[src/rtl/simple_proc_pkg.sv]
// rtl/simple_proc_pkg.sv - shared constants and types for the simple processor control unit
//
// Purpose: opcode values, FSM state encoding, bus-select codes and field
// widths shared by the control unit, its interface and its decoder.
// Ports: none (package).

package simple_proc_pkg;

   localparam int IR_W     = 9;
   localparam int IDX_W    = 3;
   localparam int NUM_REGS = 8;
   localparam int SEL_W    = 4;

   localparam logic [2:0] OPC_MV  = 3'b000;
   localparam logic [2:0] OPC_MVI = 3'b001;
   localparam logic [2:0] OPC_ADD = 3'b010;
   localparam logic [2:0] OPC_SUB = 3'b011;

   localparam logic [SEL_W-1:0] SEL_G   = 4'd8;
   localparam logic [SEL_W-1:0] SEL_DIN = 4'd9;

   typedef enum logic [1:0] {
      ST_T0 = 2'd0,
      ST_T1 = 2'd1,
      ST_T2 = 2'd2,
      ST_T3 = 2'd3
   } state_t;

   // Bus codes 0..7 select R0..R7 directly, so a register index widens to a select code.
   function automatic logic [SEL_W-1:0] reg_sel(input logic [IDX_W-1:0] idx);
      return {1'b0, idx};
   endfunction

endpackage

[src/rtl/simple_proc_ctrl_if.sv]
// rtl/simple_proc_ctrl_if.sv - control/datapath signal bundle for simple_proc_ctrl
//
// Purpose: groups the run/instruction inputs and all datapath control outputs.
// Signal names carry the control unit's direction (i_ into it, o_ out of it).
// Modports:
//   master - the datapath/sequencer driver side: drives i_run, i_din; reads controls
//   slave  - the control unit: reads i_run, i_din; drives controls
//   i_run     1  start request
//   i_din     9  instruction word / immediate data
//   o_ir_en   1  instruction register load
//   o_r_en    8  one-hot R0..R7 load enables
//   o_a_en    1  A load enable
//   o_g_en    1  G load enable
//   o_bus_sel 4  bus source select
//   o_addsub  1  0 = add, 1 = subtract
//   o_done    1  completion pulse

interface simple_proc_ctrl_if;

   logic                                i_run;
   logic [simple_proc_pkg::IR_W-1:0]    i_din;
   logic                                o_ir_en;
   logic [simple_proc_pkg::NUM_REGS-1:0] o_r_en;
   logic                                o_a_en;
   logic                                o_g_en;
   logic [simple_proc_pkg::SEL_W-1:0]   o_bus_sel;
   logic                                o_addsub;
   logic                                o_done;

   modport master (
      output i_run, i_din,
      input  o_ir_en, o_r_en, o_a_en, o_g_en, o_bus_sel, o_addsub, o_done
   );

   modport slave (
      input  i_run, i_din,
      output o_ir_en, o_r_en, o_a_en, o_g_en, o_bus_sel, o_addsub, o_done
   );

endinterface

[src/rtl/simple_proc_dec3to8.sv]
// rtl/simple_proc_dec3to8.sv - 3-to-8 one-hot decoder with enable
//
// Purpose: converts a register index into a one-hot load enable; all zero
// when disabled, so the result is never multi-hot.
// Ports:
//   i_en      1  decoder enable
//   i_idx     3  register index
//   o_onehot  8  one-hot output

module simple_proc_dec3to8
   import simple_proc_pkg::*;
(
   input  logic                i_en,
   input  logic [IDX_W-1:0]    i_idx,
   output logic [NUM_REGS-1:0] o_onehot
);

   always_comb begin
      o_onehot = '0;
      if (i_en) begin
         o_onehot[i_idx] = 1'b1;
      end
   end

endmodule

[src/rtl/simple_proc_ctrl.sv]
// rtl/simple_proc_ctrl.sv - four-state control sequencer for the simple processor
//
// Purpose: captures a 9-bit instruction in T0 and steps through T1..T3,
// driving register load enables, bus select and add/sub for mv, mvi, add,
// sub and no-op, with a one-cycle done pulse on the last step.
// Ports:
//   i_clk  1  clock, rising edge
//   i_rst  1  asynchronous active-high reset
//   bus       simple_proc_ctrl_if.slave (run/din in, datapath controls out)

module simple_proc_ctrl
   import simple_proc_pkg::*;
(
   input  logic               i_clk,
   input  logic               i_rst,
   simple_proc_ctrl_if.slave  bus
);

   state_t              r_state;
   state_t              w_next;
   logic [IR_W-1:0]     r_ir;

   logic [2:0]          w_opc;
   logic [IDX_W-1:0]    w_rx;
   logic [IDX_W-1:0]    w_ry;

   logic                w_ir_en;
   logic                w_r_load;
   logic                w_a_en;
   logic                w_g_en;
   logic [SEL_W-1:0]    w_bus_sel;
   logic                w_addsub;
   logic                w_done;

   assign w_opc = r_ir[8:6];
   assign w_rx  = r_ir[5:3];
   assign w_ry  = r_ir[2:0];

   // State register
   always_ff @(posedge i_clk or posedge i_rst) begin
      if (i_rst) begin
         r_state <= ST_T0;
      end else begin
         r_state <= w_next;
      end
   end

   // Instruction register; only loads on a T0 capture, so it stays stable until done
   always_ff @(posedge i_clk or posedge i_rst) begin
      if (i_rst) begin
         r_ir <= '0;
      end else if (w_ir_en) begin
         r_ir <= bus.i_din;
      end
   end

   // Next-state logic
   always_comb begin
      w_next = r_state;
      case (r_state)
         ST_T0: begin
            if (bus.i_run) begin
               w_next = ST_T1;
            end
         end
         ST_T1: begin
            if (w_opc == OPC_ADD || w_opc == OPC_SUB) begin
               w_next = ST_T2;
            end else begin
               w_next = ST_T0;
            end
         end
         ST_T2:   w_next = ST_T3;
         ST_T3:   w_next = ST_T0;
         default: w_next = ST_T0;
      endcase
   end

   // Output logic. Everything is also gated by i_rst so that the outputs sit
   // at their reset values for the whole reset pulse, independent of i_run.
   always_comb begin
      w_ir_en   = 1'b0;
      w_r_load  = 1'b0;
      w_a_en    = 1'b0;
      w_g_en    = 1'b0;
      w_bus_sel = SEL_DIN;
      w_addsub  = 1'b0;
      w_done    = 1'b0;
      if (!i_rst) begin
         case (r_state)
            ST_T0: begin
               w_ir_en = bus.i_run;
            end
            ST_T1: begin
               case (w_opc)
                  OPC_MV: begin
                     w_bus_sel = reg_sel(w_ry);
                     w_r_load  = 1'b1;
                     w_done    = 1'b1;
                  end
                  OPC_MVI: begin
                     w_r_load  = 1'b1;
                     w_done    = 1'b1;
                  end
                  OPC_ADD, OPC_SUB: begin
                     w_bus_sel = reg_sel(w_rx);
                     w_a_en    = 1'b1;
                  end
                  default: begin
                     w_done    = 1'b1;
                  end
               endcase
            end
            ST_T2: begin
               w_bus_sel = reg_sel(w_ry);
               w_g_en    = 1'b1;
               // add/sub differ only in the opcode LSB
               w_addsub  = r_ir[6];
            end
            ST_T3: begin
               w_bus_sel = SEL_G;
               w_r_load  = 1'b1;
               w_done    = 1'b1;
            end
            default: begin
               w_bus_sel = SEL_DIN;
            end
         endcase
      end
   end

   simple_proc_dec3to8 u_rdec (
      .i_en     (w_r_load),
      .i_idx    (w_rx),
      .o_onehot (bus.o_r_en)
   );

   assign bus.o_ir_en   = w_ir_en;
   assign bus.o_a_en    = w_a_en;
   assign bus.o_g_en    = w_g_en;
   assign bus.o_bus_sel = w_bus_sel;
   assign bus.o_addsub  = w_addsub;
   assign bus.o_done    = w_done;

endmodule
[src/flat_wrapper.sv]
// flat-port wrapper written by rule: the top's interface ports become plain ports
module simple_proc_ctrl_flat import simple_proc_pkg::*;
  (i_clk, i_rst, bus_i_run, bus_i_din, bus_o_ir_en, bus_o_r_en, bus_o_a_en, bus_o_g_en, bus_o_bus_sel, bus_o_addsub, bus_o_done);
  simple_proc_ctrl_if bus_i ();
  input  logic i_clk;
  input  logic i_rst;
  input wire logic [$bits(bus_i.i_run)-1:0] bus_i_run;
  input wire logic [$bits(bus_i.i_din)-1:0] bus_i_din;
  output wire logic [$bits(bus_i.o_ir_en)-1:0] bus_o_ir_en;
  output wire logic [$bits(bus_i.o_r_en)-1:0] bus_o_r_en;
  output wire logic [$bits(bus_i.o_a_en)-1:0] bus_o_a_en;
  output wire logic [$bits(bus_i.o_g_en)-1:0] bus_o_g_en;
  output wire logic [$bits(bus_i.o_bus_sel)-1:0] bus_o_bus_sel;
  output wire logic [$bits(bus_i.o_addsub)-1:0] bus_o_addsub;
  output wire logic [$bits(bus_i.o_done)-1:0] bus_o_done;
  assign bus_i.i_run = bus_i_run;
  assign bus_i.i_din = bus_i_din;
  assign bus_o_ir_en = bus_i.o_ir_en;
  assign bus_o_r_en = bus_i.o_r_en;
  assign bus_o_a_en = bus_i.o_a_en;
  assign bus_o_g_en = bus_i.o_g_en;
  assign bus_o_bus_sel = bus_i.o_bus_sel;
  assign bus_o_addsub = bus_i.o_addsub;
  assign bus_o_done = bus_i.o_done;
  simple_proc_ctrl u_core (.i_clk(i_clk), .i_rst(i_rst), .bus(bus_i));
endmodule
[config.mk]
export PLATFORM = sky130hd
export DESIGN_NAME = simple_proc_ctrl_flat
export DESIGN_NICKNAME = d
export VERILOG_FILES = /design/src/rtl/simple_proc_pkg.sv /design/src/rtl/simple_proc_ctrl_if.sv /design/src/rtl/simple_proc_dec3to8.sv /design/src/rtl/simple_proc_ctrl.sv /design/src/flat_wrapper.sv
export SDC_FILE = /design/constraint.sdc
export NUM_CORES = 1
export LEC_CHECK = 0
export CELL_PAD_IN_SITES_DETAIL_PLACEMENT = 2
export CELL_PAD_IN_SITES_GLOBAL_PLACEMENT = 2
export CORE_ASPECT_RATIO = 0.9
export CORE_MARGIN = 2
export CORE_UTILIZATION = 25
export DETAILED_ROUTE_END_ITERATION = 10
export PLACE_DENSITY = 0.81
export SYNTH_ARGS = -nofsm -noshare
export SYNTH_HDL_FRONTEND = slang
export SYNTH_SLANG_ARGS = --single-unit
[constraint.sdc]
create_clock -name i_clk -period 2.4 [get_ports i_clk]
set_input_delay 0.72 -clock i_clk [delete_from_list [all_inputs] [get_ports i_clk]]
set_output_delay 0.72 -clock i_clk [all_outputs]
set_load 0.01 [all_outputs]
==> flow_summary_export.csv, run 1 <==
group,metric,value,unit
power,power_per_standard_cell_area,1110,nW/µm²
critical_path,crit-reg2reg-capture,"u_core.r_ir[7]",
logic_synthesis,synthDominantAreaCellType,"sky130_fd_sc_hd__dfrtp_1",
power,power_report.internal_total,758,µW
grt,grt_antenna_before_repair,0,
sta,fin_worst_skew,0.00355,ns
logic_synthesis,synth.top_cells.by_area,"sky130_fd_sc_hd__dfrtp_1 (42%), sky130_fd_sc_hd__mux2_4 (11%), sky130_fd_sc_hd__nor2_1 (5.7%), sky130_fd_sc_hd__nand2b_1 (4.7%), sky130_fd_sc_hd__nor4b_4 (3.6%)",
power,power,1330,µW
grt,largest_net_degree_at_the_start_of_global_routing,12,
critical_path,r2r-start,"u_core.r_state[0]",
cts,clkTransAtPathRegs,0.07,ns
logic_synthesis,yosys_register_bits,11,
cts,cts_num_sinks,11,
cells_and_area,count_of_antenna_diodes_in_the_layout,0,
sta,remaining_max_slew_budget_at_the_tightest_pin,81.4,%
logic_synthesis,ys.flop_type,"sky130_fd_sc_hd__dfrtp_1",
grt,first_pass_grt_wire_length,3750,µm
hold_path,min_delay_path_depth,1,
critical_path,critical_path.cell_chain,"nor4_4 > a211oi_2 > or3_1 > buf_2",
sta,max_freq,419,MHz
logic_synthesis,post_synth_fa_ha_maj_area_fraction,0,%
critical_path,timing.critical_path.arrival,1.66,ns
routing,routed_wire_length_per_instance,18.6,µm
grt,grt.total_usage,17.1,%
floorplanning,floorplan.io_pins,29,
logic_synthesis,yosys_warnings,0,
flow_run,max_cap_viols,0,
critical_path,critPathCaptureType,"output pin",
critical_path,timing.critical_path.slowest_stage_cell,"sky130_fd_sc_hd__dfrtp_1",
cells_and_area,mostFrequentLayoutCells,"sky130_fd_sc_hd__buf_4 (22), sky130_fd_sc_hd__clkdlybuf4s50_1 (10), sky130_fd_sc_hd__buf_2 (10)",
logic_synthesis,synth.top_cell.area_share,41.5,%
floorplanning,site_row_count,17,
logic_synthesis,syn-num-nets,76,
cts,ctsLongestPathBuffers,2,
routing,post_drt_via_cell_ratio,4.97,
logic_synthesis,synth.mux.area_fraction,14.7,%
cts,tritoncts,"built",
logic_synthesis,synthSimpleGateAreaFrac,25.5,%
hold_path,hold_end,"u_core.r_state[0]",
hold_path,worst_hold_path_type,"reg2reg",
cells_and_area,finalNetCount,130,
critical_path,r2r_slack,0.73,ns
grt,first_global_vias,736,
grt,gr-total-overflow,0,
sta,fin_crit_sh,99.3,%
power,power.switching_fraction,42.8,%
power,power.switching,568,µW
sta,tightestPinTransition,0.276,ns
power,seq_power_share,32.2,%
cts,ctsHtreeMaxLevel,1,
routing,wl_met3,115,µm
power,pwr-share-comb,58.3,%
cells_and_area,proportion_of_layout_cells_with_a_drive_suffix_above_1,59.0,%
logic_synthesis,synthesis.area_per_instance,10.4,µm²
placed_design,port_buffers,28,
logic_synthesis,synth_area,663,µm²
routing,metal_1_wl,1010,µm
placed_design,dp_slack,-0.625,ns
floorplanning,die_w,58.3,µm
sta,final.min_clock_period,2.38,ns
logic_synthesis,synth_top_family_by_area,"simple AND/OR/NAND/NOR gates",
power,vdd_ir_drop_max,0.541,mV
cts,clockRootBuffer,"sky130_fd_sc_hd__clkbuf_4",
sta,hold_violation_count_in_the_final_report,0,
routing,drt-total-wl,2700,µm
cells_and_area,layout_commonest_cell,"sky130_fd_sc_hd__buf_4",
hold_path,hold_path_start,"u_core.r_state[0]",
sta,fin_worst_hold_slack,0.516,ns
routing,detailroute.via_count,720,
power,p_leak,0.000564,µW
logic_synthesis,synth.distinct_cells,26,
cells_and_area,finalNonFillerCells,145,
routing,initialDrtViolationCount,15,
routing,dr.pass1.iters,4,
routing,met2WireLength,1510,µm
placed_design,place.detailed.instances,128,
logic_synthesis,yosysSeqAreaShare,41.5,%
cells_and_area,finalCoreUtilization,48.1,%
sta,maxSlewViolCount,0,
logic_synthesis,async_reset_ff_share,100,%
floorplanning,fp.dieH,52.9,µm
sta,setup_viol_count_final,0,
floorplanning,initial_standard_cell_utilization_of_the_core,26.6,%
routing,route.antenna.remaining_nets,0,
cells_and_area,layout-area-overhead-vs-synth,80.6,%
critical_path,worstRegToRegCells,4,
cts,numCtsBuffers,3,
power,clock_power_share,9.5,%
critical_path,setup.worst_path.class,"reg2out",
floorplanning,dieArea,3080,µm²
cts,clk-insertion-delay-late,0.27,ns
outcome,status,"completed",
critical_path,worstPathRequired,1.68,ns
placed_design,dp_hpwl,1670,µm
critical_path,critical-path-max-stage-delay,0.42,ns
logic_synthesis,synth-compound-area-share,14.2,%
critical_path,crit_fanout,2,
critical_path,cp-start-kind,"flip-flop",
logic_synthesis,synth-edff-count,0,
logic_synthesis,syn_inst,64,
routing,remaining_drc_errors,0,
placed_design,globalplace.congestion,0.786,
routing,topRoutingLayerUsed,"met4",
sta,final_critical_path_setup_slack,0.0161,ns
floorplanning,core-area,2490,µm²
logic_synthesis,synth_xor_xnor_area_share,0,%
[flip-flops by register name (all words and copies together) (netlist names), named ones only]
signal,flops
u_core.r_ir,9
u_core.r_state,1
[cell families after synthesis]
kind of cell	after synthesis
and+or+nand+nor	29
AOI/OAI and AO/OA	12
DFF	11
muxes	7
buffers and inverters	5
[synth_stat cells, types with 2 or more instances]
cell	n
sky130_fd_sc_hd__a32o_1	2
sky130_fd_sc_hd__dfrtp_1	11
sky130_fd_sc_hd__inv_1	3
sky130_fd_sc_hd__mux2_2	2
sky130_fd_sc_hd__mux2_4	5
sky130_fd_sc_hd__nand2_1	4
sky130_fd_sc_hd__nand2b_1	5
sky130_fd_sc_hd__nor2_1	10
sky130_fd_sc_hd__nor3_1	2
sky130_fd_sc_hd__o211ai_1	2
sky130_fd_sc_hd__o21ai_0	3
[worst max path at each step]
stage                              start               end  slack, ns  cells after the start
after floorplan                    i_rst     bus_o_r_en[0]       0.33                      3
after global placement             i_rst     bus_o_r_en[0]      -0.60                      5
after detailed placement           i_rst     bus_o_r_en[0]      -0.62                      5
after CTS                          i_rst     bus_o_r_en[0]      0.006                      6
after global routing      u_core.r_ir[0]  bus_o_bus_sel[0]      -0.02                      4
final                     u_core.r_ir[0]  bus_o_bus_sel[0]       0.02                      4
[metrics by stage]
step | area, µm² | TNS [ns]
floorplan | 663 | 0
global placement | 1040 | -8.95
detailed placement | 1040 | -9.37
CTS | 1090 | 0
global route | 1200 | -0.0545
finish | 1200 | 0
[power groups by stage]
stage | Clock, µW | Combinational [µW] | Sequential, µW
after CTS | 128 | 553 | 405
after global placement | 0 | 503 | 383
final | 126 | 774 | 427
after floorplan | 0 | 321 | 361
after global routing | 142 | 831 | 439
after detailed placement | 0 | 529 | 398
[routing by layer]
layer,global-route usage [%],vias up
met4,1.16,0
met1,17.8,358
met3,5.13,4
met5,0,-
li1,-,330
met2,34.8,28
[area by class of cell]
type / count / area (µm²)
Timing Repair Buffer: 51 / 393
Sequential cell: 11 / 280
Fill cell: 285 / 1290
Inverter: 3 / 11.3
Multi-Input combinational cell: 48 / 452
Tap cell: 28 / 35.0
Clock buffer: 4 / 26.3
[worst max-delay path: cells and delay by family, from the launching register on]
kind | cells | cell delay (ns)
compound gates | 1 | 0.10
buf+inv | 1 | 0.15
flops | 1 | 0.42
simple gates | 2 | 0.72
[timing repair]
item / CTS / global route
setup buffers: 6 / 7
pin swaps: 3 / 10
endpoints found under the setup margin: 17 / 14
resized for setup: 56 / 27
hold buffers: 0 / 0
Note: power is estimated with default switching activity, not from simulation.
==> run 2: changes to the inputs <==
- SKIP_LAST_GASP: unset -> 1
==> flow_summary_export.csv, run 2 (same netlist as run 1, synthesis figures left out) <==
group,metric,value,unit
critical_path,critPathCaptureType,"output pin",
sta,fin_crit_sh,98.8,%
hold_path,hold_path_start,"u_core.r_state[0]",
power,power_per_standard_cell_area,1100,nW/µm²
critical_path,critical_path.cell_chain,"clkdlybuf4s50_1 > nor4b_4 > buf_2",
power,power,1310,µW
sta,final.min_clock_period,2.37,ns
grt,first_global_vias,736,
floorplanning,initial_standard_cell_utilization_of_the_core,26.6,%
routing,initialDrtViolationCount,15,
floorplanning,floorplan.io_pins,29,
cells_and_area,layout-area-overhead-vs-synth,79.8,%
cts,ctsLongestPathBuffers,2,
cells_and_area,finalCoreUtilization,47.9,%
sta,maxSlewViolCount,0,
critical_path,critical-path-max-stage-delay,0.48,ns
routing,route.antenna.remaining_nets,0,
outcome,status,"completed",
cts,clockRootBuffer,"sky130_fd_sc_hd__clkbuf_4",
critical_path,timing.critical_path.arrival,1.65,ns
routing,dr.pass1.iters,4,
critical_path,r2r_slack,0.73,ns
cells_and_area,finalNonFillerCells,145,
sta,fin_worst_skew,0.00323,ns
sta,tightestPinTransition,0.316,ns
floorplanning,fp.dieH,52.9,µm
hold_path,hold_end,"u_core.r_state[0]",
critical_path,cp-start-kind,"input pin",
cells_and_area,largest_reg_flops,9,
cts,hold_buffers,0,
critical_path,crit_fanout,2,
cells_and_area,mostFrequentLayoutCells,"sky130_fd_sc_hd__buf_4 (22), sky130_fd_sc_hd__clkdlybuf4s50_1 (10), sky130_fd_sc_hd__buf_2 (10)",
placed_design,port_buffers,28,
cts,numCtsBuffers,3,
grt,first_pass_grt_wire_length,3750,µm
flow_run,max_cap_viols,0,
floorplanning,core-area,2490,µm²
routing,remaining_drc_errors,0,
sta,remaining_max_slew_budget_at_the_tightest_pin,78.8,%
cells_and_area,finalNetCount,130,
sta,hold_violation_count_in_the_final_report,0,
critical_path,setup.worst_path.class,"in2out",
cts,tritoncts,"built",
grt,grt_antenna_before_repair,0,
critical_path,cp_num_buf_inv,2,
grt,gr-total-overflow,0,
sta,setup_viol_count_final,0,
placed_design,globalplace.congestion,0.786,
sta,final_critical_path_setup_slack,0.0280,ns
cells_and_area,count_of_antenna_diodes_in_the_layout,0,
hold_path,worst_hold_path_type,"reg2reg",
cells_and_area,layout_commonest_cell,"sky130_fd_sc_hd__buf_4",
grt,grt.total_usage,17.1,%
hold_path,min_delay_path_depth,1,
sta,max_freq,422,MHz
critical_path,worstPathRequired,1.68,ns
cells_and_area,registers.top_by_ff_count,"u_core.r_ir",
routing,post_drt_via_cell_ratio,4.97,
grt,largest_net_degree_at_the_start_of_global_routing,12,
critical_path,crit-reg2reg-capture,"u_core.r_ir[7]",
floorplanning,die_w,58.3,µm
critical_path,r2r-start,"u_core.r_state[0]",
cells_and_area,top_regs,"u_core.r_ir: 9 flops, u_core.r_state: 1 flops",
critical_path,timing.critical_path.slowest_stage_cell,"sky130_fd_sc_hd__clkdlybuf4s50_1",
floorplanning,dieArea,3080,µm²
routing,detailroute.via_count,721,
critical_path,worstRegToRegCells,4,
sta,grt_setup_unrepaired,"yes",
placed_design,place.detailed.instances,128,
critical_path,cp_top_family,"buffers and inverters",
cts,clkTransAtPathRegs,0.07,ns
placed_design,dp_hpwl,1670,µm
floorplanning,site_row_count,17,
routing,drt-total-wl,2690,µm
power,p_leak,0.000562,µW
power,vdd_ir_drop_max,0.533,mV
routing,routed_wire_length_per_instance,18.5,µm
cells_and_area,proportion_of_layout_cells_with_a_drive_suffix_above_1,58.1,%
cts,clk-insertion-delay-late,0.27,ns
placed_design,dp_slack,-0.625,ns
cts,cts_num_sinks,11,
cts,ctsHtreeMaxLevel,1,
[run 2: layout make-up]
| class | count | area (µm²) |
|---|---|---|
| fillers | 285 | 1300 |
| multi-input cells | 48 | 447 |
| repair buffers | 51 | 393 |
| flip-flops and latches | 11 | 280 |
| well taps | 28 | 35.0 |
| clock buffers | 4 | 26.3 |
| inverters | 3 | 11.3 |
[run 2: routing by layer]
metal | vias up | part of all wire, % | track usage, %
met5 | - | 0 | 0
met4 | 0 | 2.3 | 1.16
met3 | 4 | 3.9 | 5.13
met2 | 26 | 56 | 34.8
met1 | 361 | 38 | 17.8
li1 | 330 | - | -
[run 2: report_power, final]
part           internal [µW]  total (µW)  leakage [µW]  switching [µW]
Clock                   64.3         125     0.0000150            60.6
Combinational            406         762      0.000419             357
Sequential               283         426      0.000129             143
Total                    753        1310      0.000562             560
[run 2: worst max path at each step]
stage,startpoint,to,slack [ns],cells past startpoint
global placement,i_rst,bus_o_r_en[0],-0.60,5
global route,u_core.r_ir[0],bus_o_bus_sel[0],-0.03,4
finish,bus_i_run,bus_o_ir_en,0.03,3
detailed placement,i_rst,bus_o_r_en[0],-0.62,5
CTS,i_rst,bus_o_r_en[0],0.006,6
floorplan,i_rst,bus_o_r_en[0],0.33,3
[run 2: stage by stage]
stage / hold WS [ns] / cell area, µm² / setup TNS, ns
finish: 0.512 / 1190 / 0
global route: 0.533 / 1190 / -0.0558
CTS: 0.495 / 1090 / 0
detailed placement: 0.507 / 1040 / -9.37
global placement: 0.484 / 1040 / -8.95
floorplan: 0.482 / 663 / 0
[run 2: repair_timing]
action	in CTS	in global routing
setup endpoints to repair	17	14
resized for setup	56	26
pin swaps	3	10
buffers inserted	6	7
